===== src/rtl/pipe_pkg.sv =====
// Shared definitions for the MIPS inter-stage pipeline registers:
// default field width, the nop encoding used as the bubble word,
// field slot indices and a field extraction helper.
package pipe_pkg;

  localparam int DATA_W_DEF     = 32;
  localparam int NUM_FIELDS_DEF = 5;

  // sll $0,$0,0 encodes as all zeros, so a zeroed stage is a nop
  localparam logic [31:0] NOP_WORD = 32'h0000_0000;

  localparam int F_INSTR = 0;
  localparam int F_PC    = 1;
  localparam int F_ALU   = 2;
  localparam int F_MEMRD = 3;
  localparam int F_LUI   = 4;

  // Pull one DATA_W_DEF-wide field out of a default-sized flat bus
  function automatic logic [DATA_W_DEF-1:0] field_sel(
    input logic [DATA_W_DEF*NUM_FIELDS_DEF-1:0] bus,
    input int                                   idx
  );
    return bus[idx*DATA_W_DEF +: DATA_W_DEF];
  endfunction

endpackage


===== src/rtl/pipe_stage_reg_skid_buf.sv =====
// One-entry skid register for pipe_stage_reg. Holds a word that was
// accepted while the main entry was full and blocked downstream.
module pipe_skid_buf #(
  parameter int           W         = 160,
  parameter logic [W-1:0] RESET_VAL = '0
) (
  input  logic         clk_i,
  input  logic         reset_i,
  input  logic         clear_i,
  input  logic         hold_i,
  input  logic         load_i,
  input  logic         unload_i,
  input  logic [W-1:0] data_i,
  output logic         valid_o,
  output logic [W-1:0] data_o
);

  logic         valid_q, valid_d;
  logic [W-1:0] data_q, data_d;

  // Next-state: clear beats hold; load and unload never coincide
  always_comb begin
    valid_d = valid_q;
    data_d  = data_q;
    if (clear_i) begin
      valid_d = 1'b0;
      data_d  = RESET_VAL;
    end else if (!hold_i) begin
      if (load_i) begin
        valid_d = 1'b1;
        data_d  = data_i;
      end else if (unload_i) begin
        valid_d = 1'b0;
        data_d  = RESET_VAL;
      end
    end
  end

  // Skid entry storage with asynchronous clear
  always_ff @(posedge clk_i or posedge reset_i) begin
    if (reset_i) begin
      valid_q <= 1'b0;
      data_q  <= RESET_VAL;
    end else begin
      valid_q <= valid_d;
      data_q  <= data_d;
    end
  end

  assign valid_o = valid_q;
  assign data_o  = data_q;

endmodule


===== src/rtl/pipe_stage_reg.sv =====
// Inter-stage pipeline register (F/D, D/E, E/M, M/W) with valid/ready
// handshake, hazard stall, synchronous flush, bubble insertion and a
// saturating bubble counter.
// Define PIPE_SKID_EN to add a second (skid) entry and make in_ready
// independent of out_ready.
module pipe_stage_reg
  import pipe_pkg::*;
#(
  parameter int                DATA_W      = DATA_W_DEF,
  parameter int                NUM_FIELDS  = NUM_FIELDS_DEF,
  parameter logic [DATA_W-1:0] BUBBLE_WORD = DATA_W'(NOP_WORD),
  parameter int                CNT_W       = 16
) (
  input  logic                         clk,
  input  logic                         reset,
  input  logic                         stall,
  input  logic                         flush,
  input  logic                         in_valid,
  output logic                         in_ready,
  input  logic [DATA_W*NUM_FIELDS-1:0] in_data,
  output logic                         out_valid,
  input  logic                         out_ready,
  output logic [DATA_W*NUM_FIELDS-1:0] out_data,
  output logic [CNT_W-1:0]             bubble_cnt
);

  localparam int           W          = DATA_W * NUM_FIELDS;
  localparam logic [W-1:0] BUBBLE_BUS = {NUM_FIELDS{BUBBLE_WORD}};

  logic             valid_q, valid_d;
  logic [W-1:0]     data_q, data_d;
  logic [CNT_W-1:0] cnt_q, cnt_d;
  logic             accept;
  logic             bubble_ev;

`ifdef PIPE_SKID_EN
  logic         skid_valid;
  logic [W-1:0] skid_data;
  logic         skid_load;
  logic         skid_unload;

  // Registered ready: only the skid occupancy and stall gate it
  assign in_ready = !stall && !skid_valid;
  assign accept   = in_valid && in_ready;

  assign skid_load   = !flush && !stall && valid_q && !out_ready && accept;
  assign skid_unload = !flush && !stall && valid_q && out_ready && skid_valid;

  pipe_skid_buf #(
    .W         (W),
    .RESET_VAL (BUBBLE_BUS)
  ) u_skid (
    .clk_i    (clk),
    .reset_i  (reset),
    .clear_i  (flush),
    .hold_i   (stall),
    .load_i   (skid_load),
    .unload_i (skid_unload),
    .data_i   (in_data),
    .valid_o  (skid_valid),
    .data_o   (skid_data)
  );

  // Main entry next-state: skid refills main ahead of new input (FIFO order)
  always_comb begin
    valid_d   = valid_q;
    data_d    = data_q;
    bubble_ev = 1'b0;
    if (flush) begin
      valid_d   = 1'b0;
      data_d    = BUBBLE_BUS;
      bubble_ev = valid_q;
    end else if (!stall) begin
      if (valid_q && out_ready) begin
        if (skid_valid) begin
          data_d = skid_data;
        end else if (accept) begin
          data_d = in_data;
        end else begin
          valid_d   = 1'b0;
          data_d    = BUBBLE_BUS;
          bubble_ev = 1'b1;
        end
      end else if (!valid_q && accept) begin
        valid_d = 1'b1;
        data_d  = in_data;
      end
    end
  end
`else
  // Combinational ready: a consuming downstream frees the slot this cycle
  assign in_ready = !stall && (!valid_q || out_ready);
  assign accept   = in_valid && in_ready;

  // Main entry next-state: flush, then stall, then accept or drain
  always_comb begin
    valid_d   = valid_q;
    data_d    = data_q;
    bubble_ev = 1'b0;
    if (flush) begin
      valid_d   = 1'b0;
      data_d    = BUBBLE_BUS;
      bubble_ev = valid_q;
    end else if (!stall) begin
      if (accept) begin
        valid_d = 1'b1;
        data_d  = in_data;
      end else if (valid_q && out_ready) begin
        valid_d   = 1'b0;
        data_d    = BUBBLE_BUS;
        bubble_ev = 1'b1;
      end
    end
  end
`endif

  // Saturating bubble counter next-state
  always_comb begin
    cnt_d = cnt_q;
    if (bubble_ev && (cnt_q != {CNT_W{1'b1}})) begin
      cnt_d = cnt_q + CNT_W'(1);
    end
  end

  // Main entry and counter registers with asynchronous reset
  always_ff @(posedge clk or posedge reset) begin
    if (reset) begin
      valid_q <= 1'b0;
      data_q  <= BUBBLE_BUS;
      cnt_q   <= '0;
    end else begin
      valid_q <= valid_d;
      data_q  <= data_d;
      cnt_q   <= cnt_d;
    end
  end

  assign out_valid  = valid_q;
  assign out_data   = data_q;
  assign bubble_cnt = cnt_q;

endmodule


===== config.mk =====
export PLATFORM = sky130hd
export DESIGN_NAME = pipe_stage_reg
export DESIGN_NICKNAME = d
export VERILOG_FILES = /design/src/rtl/pipe_pkg.sv /design/src/rtl/pipe_stage_reg_skid_buf.sv /design/src/rtl/pipe_stage_reg.sv
export SDC_FILE = /design/constraint.sdc
export NUM_CORES = 1
export LEC_CHECK = 0
export ABC_AREA = 1
export CAP_MARGIN = 10
export CORE_MARGIN = 10
export CORE_UTILIZATION = 25
export DETAILED_ROUTE_END_ITERATION = 10
export GPL_TIMING_DRIVEN = 0
export HOLD_SLACK_MARGIN = 0.12
export SLEW_MARGIN = 30
export SYNTH_ARGS = -nofsm -noshare
export SYNTH_HDL_FRONTEND = slang
export SYNTH_SLANG_ARGS = --single-unit

===== constraint.sdc =====
create_clock -name clk -period 12.3 [get_ports clk]
set_input_delay 3.69 -clock clk [delete_from_list [all_inputs] [get_ports clk]]
set_output_delay 3.69 -clock clk [all_outputs]
set_load 0.05 [all_outputs]

==> out/results.txt <==
The type of the worst min-delay path was reg -> reg. Setup repair after global routing left no endpoint under its margin. In this run the worst path has a maximum fanout of 2. Summed over all layers, the routed wires come to 28,200 um. For the sequential fraction of design power, the log shows 40.4%.

After clock tree synthesis, the repair step resized 0 gates. Among all flip-flop cells after synthesis, the most frequent one is sky130_fd_sc_hd__dfrtp_1. The floorplan has 62 rows. The share of synthesized flip-flops with an asynchronous set or reset was 100%; the area overhead of the layout relative to synthesis was 62.5%.

The switching power came out at 0.538 mW. In this run, distinct cell masters in the synthesized netlist total 18. In this run the biggest area consumer among cell types represents 60.5% of the synthesized area. In this run the standard cell core region covers 28,800 um^2.

The routed layout has 6,972 vias. Across every metal layer, demand over resource in global routing totals 15.3%. The placed wire-length estimate after detailed placement is 21,300 um. Subtracting the final worst setup slack from the clock period gives 8.93 ns. STA classifies the critical path endpoint as an output pin. The reg2reg setup slack came out at 10.26 ns.

For the internal power, the log shows 1.08 mW. Most repeated cell in the gate-level netlist after synthesis: sky130_fd_sc_hd__nand2_1. The largest total area in the synthesized netlist belongs to sky130_fd_sc_hd__dfrtp_1.

The die span in x works out to 191 um. The die covers 36,500 um^2. The relative contribution of combinational cells to total power is 24.3%.

The logs give 17 for the TritonCTS buffer count and 1,388 for the layout net count. The count of cells in the finished layout, fillers not included, comes to 1,618. In this run the tightest slew margin relative to its limit is 51.3%. TritonCTS built the clock tree. The longest clock path from root to sink contains 2 buffers. CTS placed an instance of sky130_fd_sc_hd__clkbuf_16 at the clock tree root. Counting instances in the post-synthesis netlist gives the leading cell types as sky130_fd_sc_hd__nand2_1 (395), sky130_fd_sc_hd__dfrtp_1 (177), sky130_fd_sc_hd__nand3_1 (169), sky130_fd_sc_hd__buf_2 (27), sky130_fd_sc_hd__clkbuf_1 (23).

The total DRC errors in the routed layout came out at 0. The final critical-path share of the clock period was 72.6%. The run finished with clean final reports. The number of antenna violations at the first check in global routing was 0; the final instance area was 11,900 um^2. The number of global-route vias before repair was 7,173.

The critical path is of the in -> out type. Kind of start point of the critical path: a primary input. Detailed-route vias per instance: 4.31. The run gives 0 as the residual antenna-violating net count after detailed routing. For this block, the initial DRC count from the detailed router was 395. Sequential elements use 60.5% of the synthesized area.

The tools report the endpoint of the worst hold-timing path as out_data[90]$_DFFE_PP0P_. The final hold violation count is 0. The switching fraction of total power came out at 33.3%. The H-tree level count came out at 4.

In this run the critical register-to-register path is launched from out_valid$_DFFE_PP0P_. Entering global routing, the biggest net connects 67 pins. The logs give 1,586 for the number of instances in the placed design and 0 ns for the setup TNS after final layout. The endpoint of the most critical register-to-register path is out_data[134]$_DFFE_PP0P_. The routability congestion estimate from global placement is 0.818, and the total cell area at the placement stage is 11,300 um^2. Power spread over the standard cell area amounts to 136 nW/um^2. The run gives 0.43 ns as the clock latency on the worst-skew pair. Summing every instance area after synthesis gives 7320 um^2. During synthesis, Yosys emitted a total of 0 warnings. After clock tree synthesis, the setup repair step added 0 buffers. For this run, the top clock speed supported by timing is 112 MHz. The beginning of the worst hold path was out_data[90]$_DFFE_PP0P_. At the pin with the least slew margin, the transition time is 0.730 ns.

The required time of the worst setup path was 8.61 ns; the number of detailed-routing iterations run before antenna repair was 4. The clock transition at the registers of the reported paths was 0.07 ns; the core utilization of the finished layout was 41.3%. For the initial core utilization, the log shows 25.4%.

The post-route netlist has 5.52% of its cells at a drive strength greater than 1. Measured in cells, the most critical reg-to-reg path has a length of 7. Measured along the y axis, the die boundary spans 191 um. The final number of max-transition violations was 0.

The clock drives 177 sinks. The wire length of the first global-routing pass was 43,500 um. In this run the tool buffered the top-level ports with 343 buffer cells. The cell depth of the worst min-delay path works out to 2. Setup violations remaining at the end of the flow were counted as 0. The net count after synthesis came out at 1,024. Gate count of the mapped netlist: 857.

The aggregate global routing overflow is 0. Counting flops and latches in the post-synthesis netlist gives 177. Yosys mapped a number of flops with a built-in enable equal to 0. Arrival time at the worst endpoint: 5.24 ns. Summed over all cells, the static leakage comes to 5.76 nW. The largest clock skew in the final design is 0.00849 ns, and the number of maximum-capacitance violations is 0. Of the total power, the clock network draws 35.2%.

The tools report the worst voltage drop across the vdd grid as 0.0787 mV. The routed length per instance was 17.4 um. Yosys attributes the largest share of cell area to sky130_fd_sc_hd__dfrtp_1 (61%), sky130_fd_sc_hd__nand2_1 (20%), sky130_fd_sc_hd__nand3_1 (12%), sky130_fd_sc_hd__buf_2 (1.8%), sky130_fd_sc_hd__clkbuf_1 (1.2%). The average size of a mapped cell is 8.54 um^2, and the number of top-level pins is 344.

For this design, the CTS-stage hold fixing added 0 buffers.
==> logic make-up (layout without fill, tap and decap cells) <==
logic type | Yosys count | count (layout) | synth area share, %
simple gates | 593 | 593 | 33.8
flops | 177 | 177 | 60.5
buf+inv | 71 | 447 | 4.21
compound gates | 10 | 10 | 0.684
xor+xnor | 5 | 5 | 0.598
fa+ha+maj | 1 | 1 | 0.171
other cells | 0 | 1 | 0
==> power groups by stage <==
stage / registers, mW / logic [mW] / clock network (mW)
after global placement: 0.664 / 0.394 / 0
after CTS: 0.654 / 0.399 / 0.589
final: 0.654 / 0.393 / 0.570
after floorplan: 0.794 / 0.0880 / 0
after global routing: 0.660 / 0.421 / 0.610
after detailed placement: 0.664 / 0.398 / 0
==> cell usage in the layout, fill, tap and decap left out <==
| cell type | netlist | layout |
|---|---|---|
| sky130_fd_sc_hd__inv_8 | 0 | 1 |
| sky130_fd_sc_hd__inv_1 | 16 | 15 |
| sky130_fd_sc_hd__clkinvlp_4 | 0 | 1 |
| sky130_fd_sc_hd__clkdlybuf4s50_1 | 0 | 343 |
| sky130_fd_sc_hd__buf_4 | 2 | 2 |
| sky130_fd_sc_hd__buf_2 | 27 | 27 |
| sky130_fd_sc_hd__buf_1 | 1 | 1 |
| sky130_fd_sc_hd__ha_1 | 1 | 1 |
| sky130_fd_sc_hd__inv_6 | 0 | 2 |
| sky130_fd_sc_hd__o21ai_0 | 10 | 10 |
| sky130_fd_sc_hd__nor2_4 | 1 | 1 |
| sky130_fd_sc_hd__nor3_4 | 1 | 1 |
| sky130_fd_sc_hd__inv_2 | 2 | 2 |
| sky130_fd_sc_hd__nand4_1 | 5 | 5 |
| sky130_fd_sc_hd__dfrtp_1 | 177 | 177 |
| sky130_fd_sc_hd__buf_16 | 0 | 2 |
| sky130_fd_sc_hd__xor2_1 | 5 | 5 |
| sky130_fd_sc_hd__nor2_1 | 20 | 20 |
| sky130_fd_sc_hd__bufinv_16 | 0 | 2 |
| sky130_fd_sc_hd__clkinv_2 | 0 | 2 |
| sky130_fd_sc_hd__diode_2 | 0 | 1 |
| sky130_fd_sc_hd__nand3_1 | 169 | 169 |
| sky130_fd_sc_hd__nor2_2 | 1 | 1 |
| sky130_fd_sc_hd__clkbuf_8 | 0 | 3 |
| sky130_fd_sc_hd__clkbuf_1 | 23 | 23 |
| sky130_fd_sc_hd__clkbuf_16 | 0 | 17 |
| sky130_fd_sc_hd__clkinv_4 | 0 | 4 |
| sky130_fd_sc_hd__nand2_1 | 395 | 395 |
| sky130_fd_sc_hd__nand3b_1 | 1 | 1 |
==> layer usage <==
metal / wire, um / up-vias / global-route usage [%]
li1: - / 3459 / -
met1: 11500 / 3258 / 18.1
met2: 13800 / 224 / 25.3
met3: 2370 / 31 / 5.72
met4: 578 / 0 / 5.05
met5: 0 / - / 0
==> metrics by stage <==
| step | setup slack (ns) | total power, mW | hold slack (ns) |
|---|---|---|---|
| 2_1_floorplan | 3.81 | 0.882 | 0.750 |
| 3_3_place_gp | 0.813 | 1.06 | 0.453 |
| 3_5_place_dp | 3.36 | 1.06 | 0.458 |
| 4_1_cts | 3.36 | 1.64 | 0.475 |
| 5_1_grt | 3.33 | 1.69 | 0.492 |
| 6_report | 3.37 | 1.62 | 0.470 |
==> layout make-up <==
class / instances / area (um^2)
Buffer: 53 / 240
Clock inverter: 11 / 130
Antenna cell: 1 / 2.50
Multi-Input combinational cell: 609 / 2580
Inverter: 18 / 75.1
Tap cell: 384 / 480
Fill cell: 2901 / 16900
Clock buffer: 20 / 467
Timing Repair Buffer: 345 / 3490
Sequential cell: 177 / 4430
==> worst max path at each step <==
stage,from,endpoint
after floorplan,reset,bubble_cnt[0]$_DFFE_PP0P_
after global placement,reset,out_data[66]$_DFFE_PP0P_
after detailed placement,out_ready,in_ready
after CTS,out_ready,in_ready
after global routing,out_ready,in_ready
final,out_ready,in_ready
==> critical path: stages <==
cell and delay [ns]:
sky130_fd_sc_hd__clkdlybuf4s50_1 0.50, sky130_fd_sc_hd__nor2_2 0.07, sky130_fd_sc_hd__nor2_1 0.12, sky130_fd_sc_hd__clkdlybuf4s50_1 0.85
==> flip-flops by register name, summed over array words and instances (netlist names) <==
signal and flops:
out_valid 1, bubble_cnt 16, out_data 160
Power figures use the tool's default switching activity.
